===== src/rtl/instruction_loader.sv =====
// Boot-time instruction memory writer: packs an MSB-first byte stream into
// 32-bit words and writes them to consecutive word addresses while holding the CPU.
module instruction_loader #(
  parameter int unsigned DEPTH      = 10,
  parameter int unsigned ADDR_WIDTH = 32
) (
  input  logic                  clock,
  input  logic                  reset,
  input  logic                  start,
  input  logic [31:0]           num_words,
  input  logic                  byte_valid,
  input  logic [7:0]            byte_data,
  output logic                  byte_ready,
  output logic                  mem_write_enable,
  output logic [ADDR_WIDTH-1:0] mem_write_address,
  output logic [31:0]           mem_write_data,
  output logic                  cpu_hold,
  output logic                  done,
  output logic                  error
);

  localparam int unsigned CNT_W  = 32;
  localparam int unsigned DATA_W = 32;
  localparam int unsigned ASM_W  = 24;

  typedef enum logic [2:0] {
    S_IDLE,
    S_RECV,
    S_WRITE,
    S_DONE,
    S_ERROR
  } state_t;

  state_t                r_state;
  state_t                w_state_next;

  logic [1:0]            r_byte_idx;
  logic [1:0]            w_byte_idx_next;
  logic [CNT_W-1:0]      r_word_idx;
  logic [CNT_W-1:0]      w_word_idx_next;
  logic [CNT_W-1:0]      w_word_idx_inc;
  logic [CNT_W-1:0]      r_num_words;
  logic [CNT_W-1:0]      w_num_words_next;
  // Only the first three bytes need storage; the fourth is merged on the fly.
  logic [ASM_W-1:0]      r_asm;
  logic [ASM_W-1:0]      w_asm_next;

  logic                  r_byte_ready;
  logic                  r_we;
  logic                  w_we_next;
  logic [ADDR_WIDTH-1:0] r_addr;
  logic [ADDR_WIDTH-1:0] w_addr_next;
  logic [DATA_W-1:0]     r_data;
  logic [DATA_W-1:0]     w_data_next;
  logic                  r_cpu_hold;
  logic                  r_done;
  logic                  r_error;

  logic                  w_xfer;
  logic                  w_len_illegal;

  assign w_xfer         = r_byte_ready && byte_valid;
  assign w_len_illegal  = (num_words == '0) || (num_words > CNT_W'(DEPTH));
  assign w_word_idx_inc = r_word_idx + CNT_W'(1);

  // Next-state and datapath update
  always_comb begin
    w_state_next     = r_state;
    w_byte_idx_next  = r_byte_idx;
    w_word_idx_next  = r_word_idx;
    w_num_words_next = r_num_words;
    w_asm_next       = r_asm;
    w_we_next        = 1'b0;
    w_addr_next      = r_addr;
    w_data_next      = r_data;

    case (r_state)
      S_IDLE, S_DONE, S_ERROR: begin
        if (start) begin
          w_num_words_next = num_words;
          w_byte_idx_next  = 2'd0;
          w_word_idx_next  = '0;
          w_state_next     = w_len_illegal ? S_ERROR : S_RECV;
        end
      end
      S_RECV: begin
        if (w_xfer) begin
          w_asm_next = {r_asm[ASM_W-9:0], byte_data};
          if (r_byte_idx == 2'd3) begin
            w_state_next    = S_WRITE;
            w_byte_idx_next = 2'd0;
            w_we_next       = 1'b1;
            w_addr_next     = ADDR_WIDTH'({r_word_idx, 2'b00});
            w_data_next     = {r_asm, byte_data};
          end else begin
            w_byte_idx_next = r_byte_idx + 2'd1;
          end
        end
      end
      S_WRITE: begin
        w_word_idx_next = w_word_idx_inc;
        w_state_next    = (w_word_idx_inc == r_num_words) ? S_DONE : S_RECV;
      end
      default: begin
        w_state_next = S_IDLE;
      end
    endcase
  end

  // State register
  always_ff @(posedge clock) begin
    if (reset) begin
      r_state <= S_IDLE;
    end else begin
      r_state <= w_state_next;
    end
  end

  // Datapath and registered outputs, decoded from the upcoming state
  always_ff @(posedge clock) begin
    if (reset) begin
      r_byte_idx   <= 2'd0;
      r_word_idx   <= '0;
      r_num_words  <= '0;
      r_asm        <= '0;
      r_byte_ready <= 1'b0;
      r_we         <= 1'b0;
      r_addr       <= '0;
      r_data       <= '0;
      r_cpu_hold   <= 1'b0;
      r_done       <= 1'b0;
      r_error      <= 1'b0;
    end else begin
      r_byte_idx   <= w_byte_idx_next;
      r_word_idx   <= w_word_idx_next;
      r_num_words  <= w_num_words_next;
      r_asm        <= w_asm_next;
      r_byte_ready <= (w_state_next == S_RECV);
      r_we         <= w_we_next;
      r_addr       <= w_addr_next;
      r_data       <= w_data_next;
      r_cpu_hold   <= (w_state_next == S_RECV) || (w_state_next == S_WRITE);
      r_done       <= (w_state_next == S_DONE);
      r_error      <= (w_state_next == S_ERROR);
    end
  end

  assign byte_ready        = r_byte_ready;
  assign mem_write_enable  = r_we;
  assign mem_write_address = r_addr;
  assign mem_write_data    = r_data;
  assign cpu_hold          = r_cpu_hold;
  assign done              = r_done;
  assign error             = r_error;

endmodule


===== config.mk =====
export PLATFORM = sky130hd
export DESIGN_NAME = instruction_loader
export DESIGN_NICKNAME = d
export VERILOG_FILES = /design/src/rtl/instruction_loader.sv
export SDC_FILE = /design/constraint.sdc
export NUM_CORES = 1
export LEC_CHECK = 0
export CAP_MARGIN = 20
export CORE_ASPECT_RATIO = 1.2
export CORE_MARGIN = 4
export CORE_UTILIZATION = 54
export CTS_CLUSTER_SIZE = 12
export DETAILED_ROUTE_END_ITERATION = 8
export MAX_ROUTING_LAYER = met4
export PLACE_DENSITY_LB_ADDON = 0.3
export SYNTH_ARGS = -nofsm -noshare
export SYNTH_HDL_FRONTEND = slang
export SYNTH_SLANG_ARGS = --single-unit

===== constraint.sdc =====
create_clock -name clock -period 3.43 [get_ports clock]
set_input_delay 0.686 -clock clock [delete_from_list [all_inputs] [get_ports clock]]
set_output_delay 0.686 -clock clock [all_outputs]
set_load 0.005 [all_outputs]

[After elaboration in Yosys (flattened, before gate mapping)]
Cells that the tools add are included.
Storage, ports and cells
  bits in registers: 160
  input port bits: 44
  word-level logic and storage cells: 56
  output and inout port bits: 69
Cells by class
  add/subtract/negate cells: 2
  bitwise gates (word level): 2
  equal/unequal tests: 12
  reduce and logical (&&, ||, !) cells: 14
  $lt $le $gt $ge: 1
  multiplexer cells: 13
Operator list (number)
  one-hot mux 32 bit (2 select lines): 1
  adder 32 x 1 -> 32 bit, second input constant: 1
  equality test 32 bit: 1
  greater-than comparator 32 x 4 -> 1 bit, second input constant: 1
  logical NOT 32 bit: 1
  2-to-1 mux 32 bit: 1
  equality test 3 x 2 -> 1 bit, second input constant: 4
  2-to-1 mux 3 bit: 4
  one-hot mux 3 bit (3 select lines): 1
  2-to-1 mux 2 bit: 4
  equality test 3 x 1 -> 1 bit, second input constant: 2
  equality test 3 bit, second input constant: 2
  AND reduction 2 bit: 3
  AND reduction 3 bit: 2
  OR reduction 3 bit: 2
  != test 2 bit, second input constant: 2
  one-hot mux 2 bit (2 select lines): 1
  nonzero test 2 bit: 2
  logical NOT 3 bit: 1
  adder 2 x 1 -> 2 bit, second input constant: 1
  equality test 2 bit, second input constant: 1
  logical OR 1 bit: 2
  NOT 1 bit: 2
  logical AND 1 bit: 1
  2-to-1 mux 1 bit: 1

[Depth between registers and ports, before layout]
  depth after elaboration: 7
  gate-level depth with buffers: 10
  mapped depth without buffers: 9

[Worst setup path after synthesis]
Ideal clock, no wire load.
  path kind: input port to flip-flop
  from: input port num_words[19]
  to: register r_done (netlist: done)
  cell stages on the path: 8
  data arrival time: 2.581 ns
  path slack: 0.748 ns
  cells stage by stage: or4_1 -> nor4_1 -> o41ai_1 -> a2111oi_4 -> o31ai_1 -> a211oi_2 -> inv_1 -> o41ai_1
Between the ends
  word-level cells in the longest chain between the ends: 6
RTL lines
  start: declaration: RTL line 10  | input logic [31:0] num_words,
  greater-than comparator 32 x 4 -> 1 bit or logical NOT 32 bit (tied branches): RTL line 63  | assign w_len_illegal = (num_words == '0) || (num_words > CNT_W'(DEPTH));
  logical OR 1 bit (*): RTL line 63
  2-to-1 mux 3 bit (*): RTL line 83  | w_state_next = w_len_illegal ? S_ERROR : S_RECV;
  2-to-1 mux 3 bit (*): RTL line 79  | if (start) begin
  one-hot mux 3 bit (3 select lines) (*): RTL line 77  | case (r_state)
  equality test 3 x 2 -> 1 bit (*): RTL line 143  | r_done <= (w_state_next == S_DONE);
  end signal: assignment: RTL line 143
  end: declaration: RTL line 56  | logic r_done;
Mark *: on every way between the ends. The rest lies on a longest branch, timed or not.
A chain may end at the register's enable or synchronous reset.

[Worst setup path in the final report]
  from: register r_word_idx[13]
  to: register r_cpu_hold (netlist: cpu_hold)
Between the ends
  word-level cells in the longest chain between the ends: 6
RTL lines
  start: declaration: RTL line 39  | logic [CNT_W-1:0] r_word_idx;
  start signal: assignment: RTL line 135  | r_word_idx <= w_word_idx_next;
  adder 32 x 1 -> 32 bit (*): RTL line 64  | assign w_word_idx_inc = r_word_idx + CNT_W'(1);
  equality test 32 bit (*): RTL line 102  | w_state_next = (w_word_idx_inc == r_num_words) ? S_DONE : S_RECV;
  2-to-1 mux 2 bit (*): RTL line 102
  one-hot mux 3 bit (3 select lines) (*): RTL line 77
  equality test 3 x 1 -> 1 bit or equality test 3 x 2 -> 1 bit (tied branches): RTL line 142  | r_cpu_hold <= (w_state_next == S_RECV) || (w_state_next == S_WRITE);
  logical OR 1 bit (*): RTL line 142
  end signal: assignment: RTL line 142
  end: declaration: RTL line 55  | logic r_cpu_hold;
Marks and branches as above.

==> flow_summary.json <==
{
  "place_worst_setup_slack_ns": 0.00332,
  "final_antenna_net_count": 0,
  "ff2ff_setup_slack_ns": 0.39,
  "antenna_cells": 0,
  "multi_input_area_um2": 3950,
  "final_cells": 1238,
  "synthCells": 983,
  "cts-resized-gates": 0,
  "fin_nets": 1103,
  "grt_pass1_vias": 6822,
  "layout_common_cells": "nand2_1, dfxtp_1, a21oi_1",
  "synth.distinct_cells": 68,
  "crit_path_frequent_cell": "nand4_1",
  "finalHoldViolations": 0,
  "whs_endpoint": "mem_write_address[29]",
  "gp_congestion": 1.00,
  "synth-main-ff-cell": "dfxtp_1",
  "critPathMaxStageDelay_ns": 0.55,
  "finalCritPeriodShare_pct": 88.5,
  "tns_ns": 0,
  "placedCellCount": 1206,
  "min_period_ns": 3.04,
  "hold_class": "flip-flop to flip-flop",
  "wl_per_cell_um": 16.5,
  "outcome": "complete, no violations",
  "portBuffers": 110,
  "clock_latency_ns": 0.45,
  "maxCapViolations": 0,
  "area_delta_synth_final_pct": 23.3,
  "worst_slew_pin_slew_ns": 0.816,
  "grt_setup_unrepaired": "no",
  "drtIter0Drc": 587,
  "worstSetupEndpointType": "flip-flop",
  "core_um2": 13400,
  "cts_tree": "done",
  "slowest_stage": "dfxtp_1",
  "clock-sinks": 160,
  "start_util_pct": 56.1,
  "worstHoldStart": "mem_write_address[29]",
  "grtUsageTotal_pct": 26.8,
  "met1Wirelength_um": 8130,
  "start_kind": "flip-flop",
  "r2r-start": "r_word_idx[13]",
  "die_area_um2": 15900,
  "async_reset_ff_share_pct": 0,
  "reg2reg_to": "cpu_hold",
  "synth_edf_count": 0,
  "path_max_fanout": 8,
  "cts_made_buffers": 17,
  "setup_viol": 0,
  "cts.clk_slew.worst_paths_ns": 0.07,
  "fillerInstances": 1122,
  "ys_top_cells_by_area": "dfxtp_1, nand2_1, a21oi_1, xnor2_1, clkbuf_1",
  "synth_area_per_cell_um2": 7.65,
  "hold_path_depth": 2,
  "vias_per_cell": 5.79,
  "grt_pass1_wl_um": 32600,
  "drc": 0,
  "relSlewSlack_pct": 45.4,
  "cts_setup_buffers": 0,
  "antenna_found_initial": 0,
  "synth_area_um2": 7520,
  "rows": 46,
  "ys_ff_latch": 160,
  "ir_drop_mv": 0.401,
  "yosysWarnings": 0,
  "gr-total-overflow": 0,
  "whs_ns": 0.453,
  "setup.worst_path.class": "flip-flop to flip-flop",
  "io_pins": 113,
  "mostFrequentLayoutCell": "nand2_1",
  "first_pass_iters": 5,
  "leakage_nw": 3.12,
  "via_count": 7174,
  "synth_top_area_share_pct": 42.6,
  "wirelength_um": 20400,
  "cp.arrival_ns": 3.36,
  "wl_met3_um": 1050,
  "grt_max_degree": 64,
  "cellPowerDensity_nw_per_um2": 433,
  "drive_gt1_share_pct": 8.22,
  "finalMaxSlewViolations": 0,
  "seq_area_frac_synth_pct": 42.6,
  "fmax_ghz": 0.329,
  "wl_met2_um": 10600,
  "regArea_um2": 3200,
  "crit_path_cell_trace": "nand2_1 > nor3_4 > nand4_1 > mux2_2 > a2111oi_1 > nand4_1 > o31a_1 > or2_1",
  "holdBufCountCts": 0,
  "rr_worst_depth": 8,
  "synth_top_cell_by_area": "dfxtp_1",
  "fin_skew_ns": 0.0179,
  "die_x_um": 116,
  "htreeDepth": 4,
  "critPathRequiredTime_ns": 3.75,
  "die_h_um": 137,
  "dpl.hpwl_um": 14000,
  "route.top_layer_used": "met4",
  "clockBufferDepth": 2,
  "fin_ws_ns": 0.394,
  "cts_root_buf": "clkbuf_16"
}
-- synthesized netlist by cell type (2+ instances only) --
cell type,instances
and3_1,4
a22oi_1,2
nand4_2,2
mux2i_1,3
inv_1,9
xnor2_1,26
nand4_1,16
a31oi_1,5
buf_4,12
and4_1,3
xor2_1,11
nor4_1,20
nor2_1,51
clkbuf_1,55
nor4_2,2
buf_2,12
a21oi_1,158
o22ai_1,3
o31a_1,2
a211oi_1,4
a21o_1,3
or3_1,4
or4_1,3
nor3_2,3
nor2b_1,4
a311oi_1,6
nand4_4,3
dfxtp_1,160
o41ai_1,4
nand3_1,12
nor3_1,22
nand2b_1,8
o31ai_1,3
nand3b_1,5
a21boi_0,2
o21ai_0,25
nor3b_1,3
ha_1,2
o2111ai_1,2
or3_4,2
and2_1,4
nand2_1,277
-- critical path, delay by kind of cell (launching register included) --
kind / cells / cell delay, ns
compound gates: 2 / 0.75
mux: 1 / 0.34
simple gates: 5 / 1.29
flops: 1 / 0.55
-- report_power, final --
part           leakage, nW  switching (mW)  internal, mW
Combinational         1.53           0.111        0.0954
Clock                0.292           0.867          1.04
Sequential            1.29          0.0228          1.88
Total                 3.12            1.00          3.01
-- cell families (layout without fill, tap and decap cells) --
family	count (synthesis)	count (layout)	share of synthesized area [%]
compound gates	231	231	17.6
simple gates	460	460	29.4
other cells	1	2	0.0499
buf+inv	88	174	5.19
mux	4	4	0.549
fa+ha+maj	2	2	0.333
flops	160	160	42.6
xor+xnor	37	37	4.31
-- cell type report --
| cell class | instances | share of cell area [%] |
|---|---|---|
| inverter | 9 | 0.365 |
| clock inverter | 15 | 1.78 |
| timing repair buffer | 133 | 13.9 |
| clock buffer | 17 | 4.59 |
| sequential | 160 | 34.6 |
| multi-input combinational | 736 | 42.6 |
| tap | 168 | 2.27 |
-- per-stage QoR --
stage / total power [mW] / cell area [um^2] / util [%]
3_3_place_gp: 2.15 / 8680 / 64.7
5_1_grt: 4.13 / 9270 / 69.1
3_5_place_dp: 2.15 / 8680 / 64.7
2_1_floorplan: 2.05 / 7520 / -
4_1_cts: 4.03 / 9270 / 69.1
6_report: 4.02 / 9270 / 69.1
-- flip-flops by register name, summed over array words and instances, names as in the netlist --
register and flops:
mem_write_address 30, byte_ready 1, cpu_hold 1, error 1, r_num_words 32, r_word_idx 32, r_asm 24, mem_write_enable 1
r_byte_idx 2, done 1, r_state 3, mem_write_data 32
-- worst max path at each step --
| stage | cells after the start | endpoint | startpoint | slack [ns] |
|---|---|---|---|---|
| after floorplan | 8 | done | num_words[19] | 0.75 |
| after global placement | 9 | cpu_hold | num_words[19] | 0.15 |
| after detailed placement | 9 | done | num_words[19] | 0.003 |
| after CTS | 8 | cpu_hold | r_word_idx[13] | 0.44 |
| after global routing | 9 | cpu_hold | num_words[19] | 0.16 |
| final | 8 | cpu_hold | r_word_idx[13] | 0.39 |
-- routing by layer --
| metal | track usage (%) | vias to the layer above |
|---|---|---|
| met3 | 5.89 | 47 |
| met2 | 46.0 | 220 |
| met4 | 11.5 | 0 |
| met1 | 29.9 | 3377 |
| li1 | - | 3530 |
| met5 | - | - |
(Power assumes the default switching activity.)
